==> src/rtl/dmem_store_responder_if.sv <==
// rtl/dmem_store_responder_if.sv - store/load port between the pipeline and the data memory responder
interface dmem_store_responder_if;
  logic        MemWrite;
  logic [31:0] DataAdr;
  logic [31:0] WriteData;
  logic [31:0] ReadData;

  modport master (output MemWrite, output DataAdr, output WriteData, input ReadData);
  modport slave  (input MemWrite, input DataAdr, input WriteData, output ReadData);
endinterface

==> src/rtl/dmem_store_responder.sv <==
// rtl/dmem_store_responder.sv - word RAM serving loads/stores plus a host-address pass/fail FSM
module dmem_store_responder #(
  parameter int          DEPTH_WORDS    = 64,
  parameter logic [31:0] HOST_ADDR      = 32'd100,
  parameter logic [31:0] PASS_VALUE     = 32'd25,
  parameter logic [31:0] SCRATCH_ADDR   = 32'd96,
  parameter bit          STRICT         = 1'b1,
  parameter int          TIMEOUT_CYCLES = 10000
) (
  input  logic                   clk,
  input  logic                   reset,
  dmem_store_responder_if.slave  bus,
  output logic                   done,
  output logic                   pass,
  output logic [2:0]             fail_code,
  output logic [15:0]            store_count,
  output logic [31:0]            last_adr,
  output logic [31:0]            last_data
);
  localparam int AW = $clog2(DEPTH_WORDS);

  typedef enum logic [1:0] {ST_RUN, ST_PASS, ST_FAIL} state_t;

  state_t      state_q, state_d;
  logic [2:0]  fail_code_q, fail_code_d;
  logic [15:0] store_count_q, store_count_d;
  logic [31:0] last_adr_q, last_adr_d;
  logic [31:0] last_data_q, last_data_d;
  logic [31:0] cycle_cnt_q, cycle_cnt_d;
  logic        mem_we;
  logic        word_in_range;
  logic [31:0] mem_q [DEPTH_WORDS];

  assign word_in_range = {2'b00, bus.DataAdr[31:2]} < 32'(DEPTH_WORDS);
  assign bus.ReadData  = mem_q[bus.DataAdr[2 +: AW]];

  always_comb begin
    state_d       = state_q;
    fail_code_d   = fail_code_q;
    store_count_d = store_count_q;
    last_adr_d    = last_adr_q;
    last_data_d   = last_data_q;
    cycle_cnt_d   = cycle_cnt_q;
    mem_we        = 1'b0;
    if (state_q == ST_RUN) begin
      cycle_cnt_d = cycle_cnt_q + 32'd1;
      if (cycle_cnt_q == 32'(TIMEOUT_CYCLES - 1)) begin
        state_d     = ST_FAIL;
        fail_code_d = 3'd4;
      end
      // Terminal stores are evaluated after the timeout so they override it.
      if (bus.MemWrite) begin
        last_adr_d  = bus.DataAdr;
        last_data_d = bus.WriteData;
        if (bus.DataAdr[1:0] != 2'b00) begin
          state_d     = ST_FAIL;
          fail_code_d = 3'd3;
        end else if (bus.DataAdr == HOST_ADDR) begin
          mem_we = word_in_range;
          if (bus.WriteData == PASS_VALUE) begin
            state_d     = ST_PASS;
            fail_code_d = 3'd0;
          end else begin
            state_d     = ST_FAIL;
            fail_code_d = 3'd2;
          end
        end else if (STRICT && (bus.DataAdr != SCRATCH_ADDR)) begin
          state_d     = ST_FAIL;
          fail_code_d = 3'd1;
        end else begin
          mem_we = word_in_range;
        end
      end
    end
    if (mem_we && (store_count_q != 16'hFFFF)) begin
      store_count_d = store_count_q + 16'd1;
    end
  end

  always_ff @(posedge clk) begin
    if (reset) begin
      state_q       <= ST_RUN;
      fail_code_q   <= 3'd0;
      store_count_q <= 16'd0;
      last_adr_q    <= 32'd0;
      last_data_q   <= 32'd0;
      cycle_cnt_q   <= 32'd0;
    end else begin
      state_q       <= state_d;
      fail_code_q   <= fail_code_d;
      store_count_q <= store_count_d;
      last_adr_q    <= last_adr_d;
      last_data_q   <= last_data_d;
      cycle_cnt_q   <= cycle_cnt_d;
    end
  end

  // RAM survives reset; writes are only suppressed while reset is held.
  always_ff @(posedge clk) begin
    if (mem_we && !reset) begin
      mem_q[bus.DataAdr[2 +: AW]] <= bus.WriteData;
    end
  end

  assign done        = (state_q != ST_RUN);
  assign pass        = (state_q == ST_PASS);
  assign fail_code   = fail_code_q;
  assign store_count = store_count_q;
  assign last_adr    = last_adr_q;
  assign last_data   = last_data_q;
endmodule
==> src/flat_wrapper.sv <==
// flat-port wrapper written by rule: the top's interface ports become plain ports
module dmem_store_responder_flat 
#(
  parameter int          DEPTH_WORDS    = 64,
  parameter logic [31:0] HOST_ADDR      = 32'd100,
  parameter logic [31:0] PASS_VALUE     = 32'd25,
  parameter logic [31:0] SCRATCH_ADDR   = 32'd96,
  parameter bit          STRICT         = 1'b1,
  parameter int          TIMEOUT_CYCLES = 10000
)
  (clk, reset, done, pass, fail_code, store_count, last_adr, last_data, bus_MemWrite, bus_DataAdr, bus_WriteData, bus_ReadData);
  dmem_store_responder_if bus_i ();
  input  logic clk;
  input  logic reset;
  output logic done;
  output logic pass;
  output logic [2:0] fail_code;
  output logic [15:0] store_count;
  output logic [31:0] last_adr;
  output logic [31:0] last_data;
  input wire logic [$bits(bus_i.MemWrite)-1:0] bus_MemWrite;
  input wire logic [$bits(bus_i.DataAdr)-1:0] bus_DataAdr;
  input wire logic [$bits(bus_i.WriteData)-1:0] bus_WriteData;
  output wire logic [$bits(bus_i.ReadData)-1:0] bus_ReadData;
  assign bus_i.MemWrite = bus_MemWrite;
  assign bus_i.DataAdr = bus_DataAdr;
  assign bus_i.WriteData = bus_WriteData;
  assign bus_ReadData = bus_i.ReadData;
  dmem_store_responder #(.DEPTH_WORDS(DEPTH_WORDS), .HOST_ADDR(HOST_ADDR), .PASS_VALUE(PASS_VALUE), .SCRATCH_ADDR(SCRATCH_ADDR), .STRICT(STRICT), .TIMEOUT_CYCLES(TIMEOUT_CYCLES)) u_core (.clk(clk), .reset(reset), .bus(bus_i), .done(done), .pass(pass), .fail_code(fail_code), .store_count(store_count), .last_adr(last_adr), .last_data(last_data));
endmodule
==> config.mk <==
export PLATFORM = sky130hd
export DESIGN_NAME = dmem_store_responder_flat
export DESIGN_NICKNAME = d
export VERILOG_FILES = /design/src/rtl/dmem_store_responder_if.sv /design/src/rtl/dmem_store_responder.sv /design/src/flat_wrapper.sv
export SDC_FILE = /design/constraint.sdc
export NUM_CORES = 2
export LEC_CHECK = 0
export BUFFER_PORTS_ARGS = -buffer_cell sky130_fd_sc_hd__buf_2
export CAP_MARGIN = 5
export CORE_UTILIZATION = 51
export CTS_CLUSTER_SIZE = 20
export DETAILED_ROUTE_END_ITERATION = 8
export PLACE_DENSITY = 0.66
export SLEW_MARGIN = 0
export SYNTH_ARGS = -nofsm -noshare
export SYNTH_HDL_FRONTEND = slang
export SYNTH_SLANG_ARGS = --single-unit
export TNS_END_PERCENT = 5
==> constraint.sdc <==
create_clock -name clk -period 8.45 [get_ports clk]
set_input_delay 1.69 -clock clk [delete_from_list [all_inputs] [get_ports clk]]
set_output_delay 1.69 -clock clk [all_outputs]
set_load 0.005 [all_outputs]
==> impl_summary.txt <==
----------------------------------------------------
[Yosys]
  Post-synthesis compound-gate area fraction ... 2.91%
  Xor-xnor portion of the synthesized cell area ... less than 1%
  Cell type contributing the most total cell area after synthesis ... edfxtp_1
  Share of synthesized area occupied by flip-flops and latches ... about 77%
  Adder and majority gate portion of the synthesized area ... less than 1%
  Synthesis warning total ... 0
  Post-synth EDFFs ... between 2000 and 2500
  Post-synthesis register bit count ... between 2000 and 2500
  Share of flip-flops with an asynchronous set or reset ... 0%
  Mean post-synth cell area ... 20.8 sq um
  Top cells by area in the synthesized netlist ... edfxtp_1, mux4_2, mux2i_1
  Dominant combinational cell family by area after synthesis ... multiplexers
  Synthesized instance count ... 4006
  Top-area cell type share of the netlist area ... 73.9%
  Most instantiated cells after synthesis ... edfxtp_1, mux4_2, mux2i_1, nand2_1, dfxtp_1
  Library cell with the highest instance count after synthesis ... edfxtp_1
  Simple-gate share of the synthesized area ... 2.44%
  Fraction of synthesized area in multiplexers ... 15.9%
  Synth cell types ... between 60 and 70
  Post-synth design cell area ... roughly 0.083 sq mm
  Top flip-flop cell by instance count after synthesis ... edfxtp_1

[Floorplan]
  Horizontal extent of the die ... 406 microns
  Count of boundary I/O pins ... ~180
  Placeable core region ... approximately 0.16 sq mm
  Initial Util ... about half
  Die area ... between 0.15 and 0.2 sq mm
  Number of cell rows ... 147
  Die height ... ~400 microns

[STA]
  Final worst hold slack ... ~450 ps
  Share of the cycle needed by the critical path after routing ... between 70% and 80%
  Post-layout min period ... 6640 ps
  Max-slew violation count ... 0
  Final Setup Violations ... 0
  Slew margin rel. ... approximately 15%
  Unrepaired setup endpoints after global routing ... no
  Post-route clock skew ... a little over 20 ps
  Highest clock rate ... approximately 0.15 GHz
  Worst Tran Pin Value ... 1260 ps
  Final hold violation count ... 0
  Total Neg Setup Slack ... 0 ps

[Power and ir drop]
  Power density over the cells ... ~230 mW/mm^2
  Static leakage ... 38.1 nW
  Post-layout total power ... approximately 23 mW
  Peak supply drop ... ~220 uV

[Final layout]
  Fin nets ... between 6000 and 7000
  Total of fill cells in the finished design ... between 10000 and 15000
  Fraction of layout cells with a size suffix above 1 ... between 15 and 20%
  Area growth from synthesis to layout ... 21.1%

[Clock tree]
  Number of buffers created by CTS ... 216
  Count of hold buffers inserted by post-cts repair ... 0
  Clk root buf ... clkbuf_16
  Clock transition at the register clock pins on the worst setup and hold paths after CTS ... approximately 60 ps
  # resized after CTS ... 0
  Clock tree from TritonCTS ... built
  CTS H-tree depth ... 4
  Clock sink count ... about 2200
  Post-CTS Setup Repair Bufs ... 0
  Worst-skew pair later-pin latency ... a little over 800 ps
  Maximum buffer depth of the clock tree ... 3

[Route]
  Vias ... approximately 42000
  DRC violation count after routing ... 0
  WL final ... approximately 160000 microns
  Mean routed wirelength per cell ... 18.4 microns
  Final ANT Viol Nets ... 0
  Pre-antenna DRT Iters ... 5
  Vias per cell ... just under 5
  Initial DRC count ... about 3100

[Placed design]
  HPWL reported at the end of detailed placement ... between 90000 and 100000 microns
  Final GP Congestion ... ~0.76
  Port-buffer cells ... around 180

[Critical path]
  CP startpoint kind ... input port
  Maximum fanout count along the critical path ... 14
  Kind of end point of the critical path ... primary output
  Data arrival time of the critical path ... a little under 5000 ps
  Critical path required time ... between 6000 and 7000 ps
  WS Path Type ... in2out

[Global routing]
  Remaining global-route overflow ... 0
  Global-route wire length before repair ... 240000 microns
  Vias in the first global route ... 42400
  Total global routing track utilization ... 19.6%
  Maximum number of pins on one net before global-route repair ... between 90 and 100
  Number of antenna violations at the first check in global routing ... 16

[Hold path]
  Min-Delay Path Class ... reg2reg

[Run]
  Number of max-capacitance violations reported ... 0

[Outcome]
  Status ... complete, no violations

----------------------------------------------------
==> placed cells by master, fill, tap and decap left out, types with 43 or more instances in the layout <==
| cell | n |
|---|---|
| nor2_1 | 69 |
| mux2i_1 | 322 |
| buf_2 | 180 |
| nand2_1 | 161 |
| a21oi_1 | 104 |
| dfxtp_1 | 117 |
| clkbuf_16 | 216 |
| o22ai_1 | 115 |
| edfxtp_1 | 2048 |
| a221oi_1 | 43 |
| conb_1 | 1984 |
| buf_4 | 90 |
| clkbuf_1 | 55 |
| mux4_2 | 422 |
| clkinv_1 | 54 |
==> stage by stage <==
step                      instances  util [%]  instance area (sq um)  worst slack (ps)
final                          8607      62.4                 101000              1810
after global routing           8604      62.4                 101000              1540
after CTS                      8604      62.4                 101000              1630
after detailed placement       8214      58.3                  94000              1670
after global placement         8213      58.3                  94000              1680
after floorplan                5989         -                  90600              1700
==> final timing paths <==
check | endpoint | slack, ps | from | cells after the start
max | bus_ReadData[9] | 1810 | bus_DataAdr[6] | 10
min reg2reg | u_core.last_adr[23]$_SDFFE_PP0P_ | 450 | u_core.last_adr[23]$_SDFFE_PP0P_ | 2
min | u_core.last_adr[23]$_SDFFE_PP0P_ | 450 | u_core.last_adr[23]$_SDFFE_PP0P_ | 2
max reg2reg | u_core.mem_q[25][21]$_DFFE_PP_ | 4850 | u_core.state_q[1]$_SDFFE_PP0N_ | 6
==> report_power, final <==
part | internal, mW | switching (mW) | leakage, nW | total [mW]
registers | 12.6 | 0.196 | 20.9 | 12.8
logic | 0.669 | 0.904 | 13.9 | 1.57
clock network | 5.13 | 3.93 | 3.27 | 9.07
total | 18.4 | 5.03 | 38.1 | 23.5
==> final cells by class <==
type | instances | area [sq um] | share of cell area [%]
diodes | 3 | 7.51 | 0.00745
clock buffers | 275 | 5670 | 5.63
repair buffers | 283 | 1820 | 1.81
flip-flops and latches | 2165 | 63800 | 63.4
multi-input cells | 3595 | 25600 | 25.4
well taps | 2160 | 2700 | 2.68
inverters | 11 | 41.3 | 0.0410
clock inverters | 115 | 1070 | 1.06
==> critical path, stage by stage <==
cell and delay (ps):
buf_2 280, inv_1 460, buf_4 280, nor2_1 90
nand2_2 440, buf_4 530, o22ai_1 200, nor4_1 600
o31ai_1 150, buf_2 160
==> cells by family (layout without fill, tap and decap cells) <==
family                     Yosys count  after routing
DFF                               2165           2165
muxes                              788            788
and+or+nand+nor                    398            398
AOI/OAI and AO/OA                  382            382
buffers and inverters              229            684
xor gates and xnor gates            41             41
adders and majority gates            2              2
other                                1           1987
==> state kept, by name, indices dropped and copies added (netlist names) <==
| register | flops |
|---|---|
| u_core.last_adr | 32 |
| u_core.last_data | 32 |
| u_core.store_count | 16 |
| u_core.state_q | 2 |
| u_core.mem_q | 2048 |
| u_core.fail_code | 3 |
| u_core.cycle_cnt_q | 32 |
==> layer usage <==
layer,share of wire (%),vias to the layer above,GRT usage [%]
met2,51,787,34.2
met4,2.5,14,5.80
li1,-,19200,-
met5,0.050,-,0
met1,41,21500,25.1
met3,5.1,260,3.42
No activity file was read; power rests on OpenSTA's default activity.
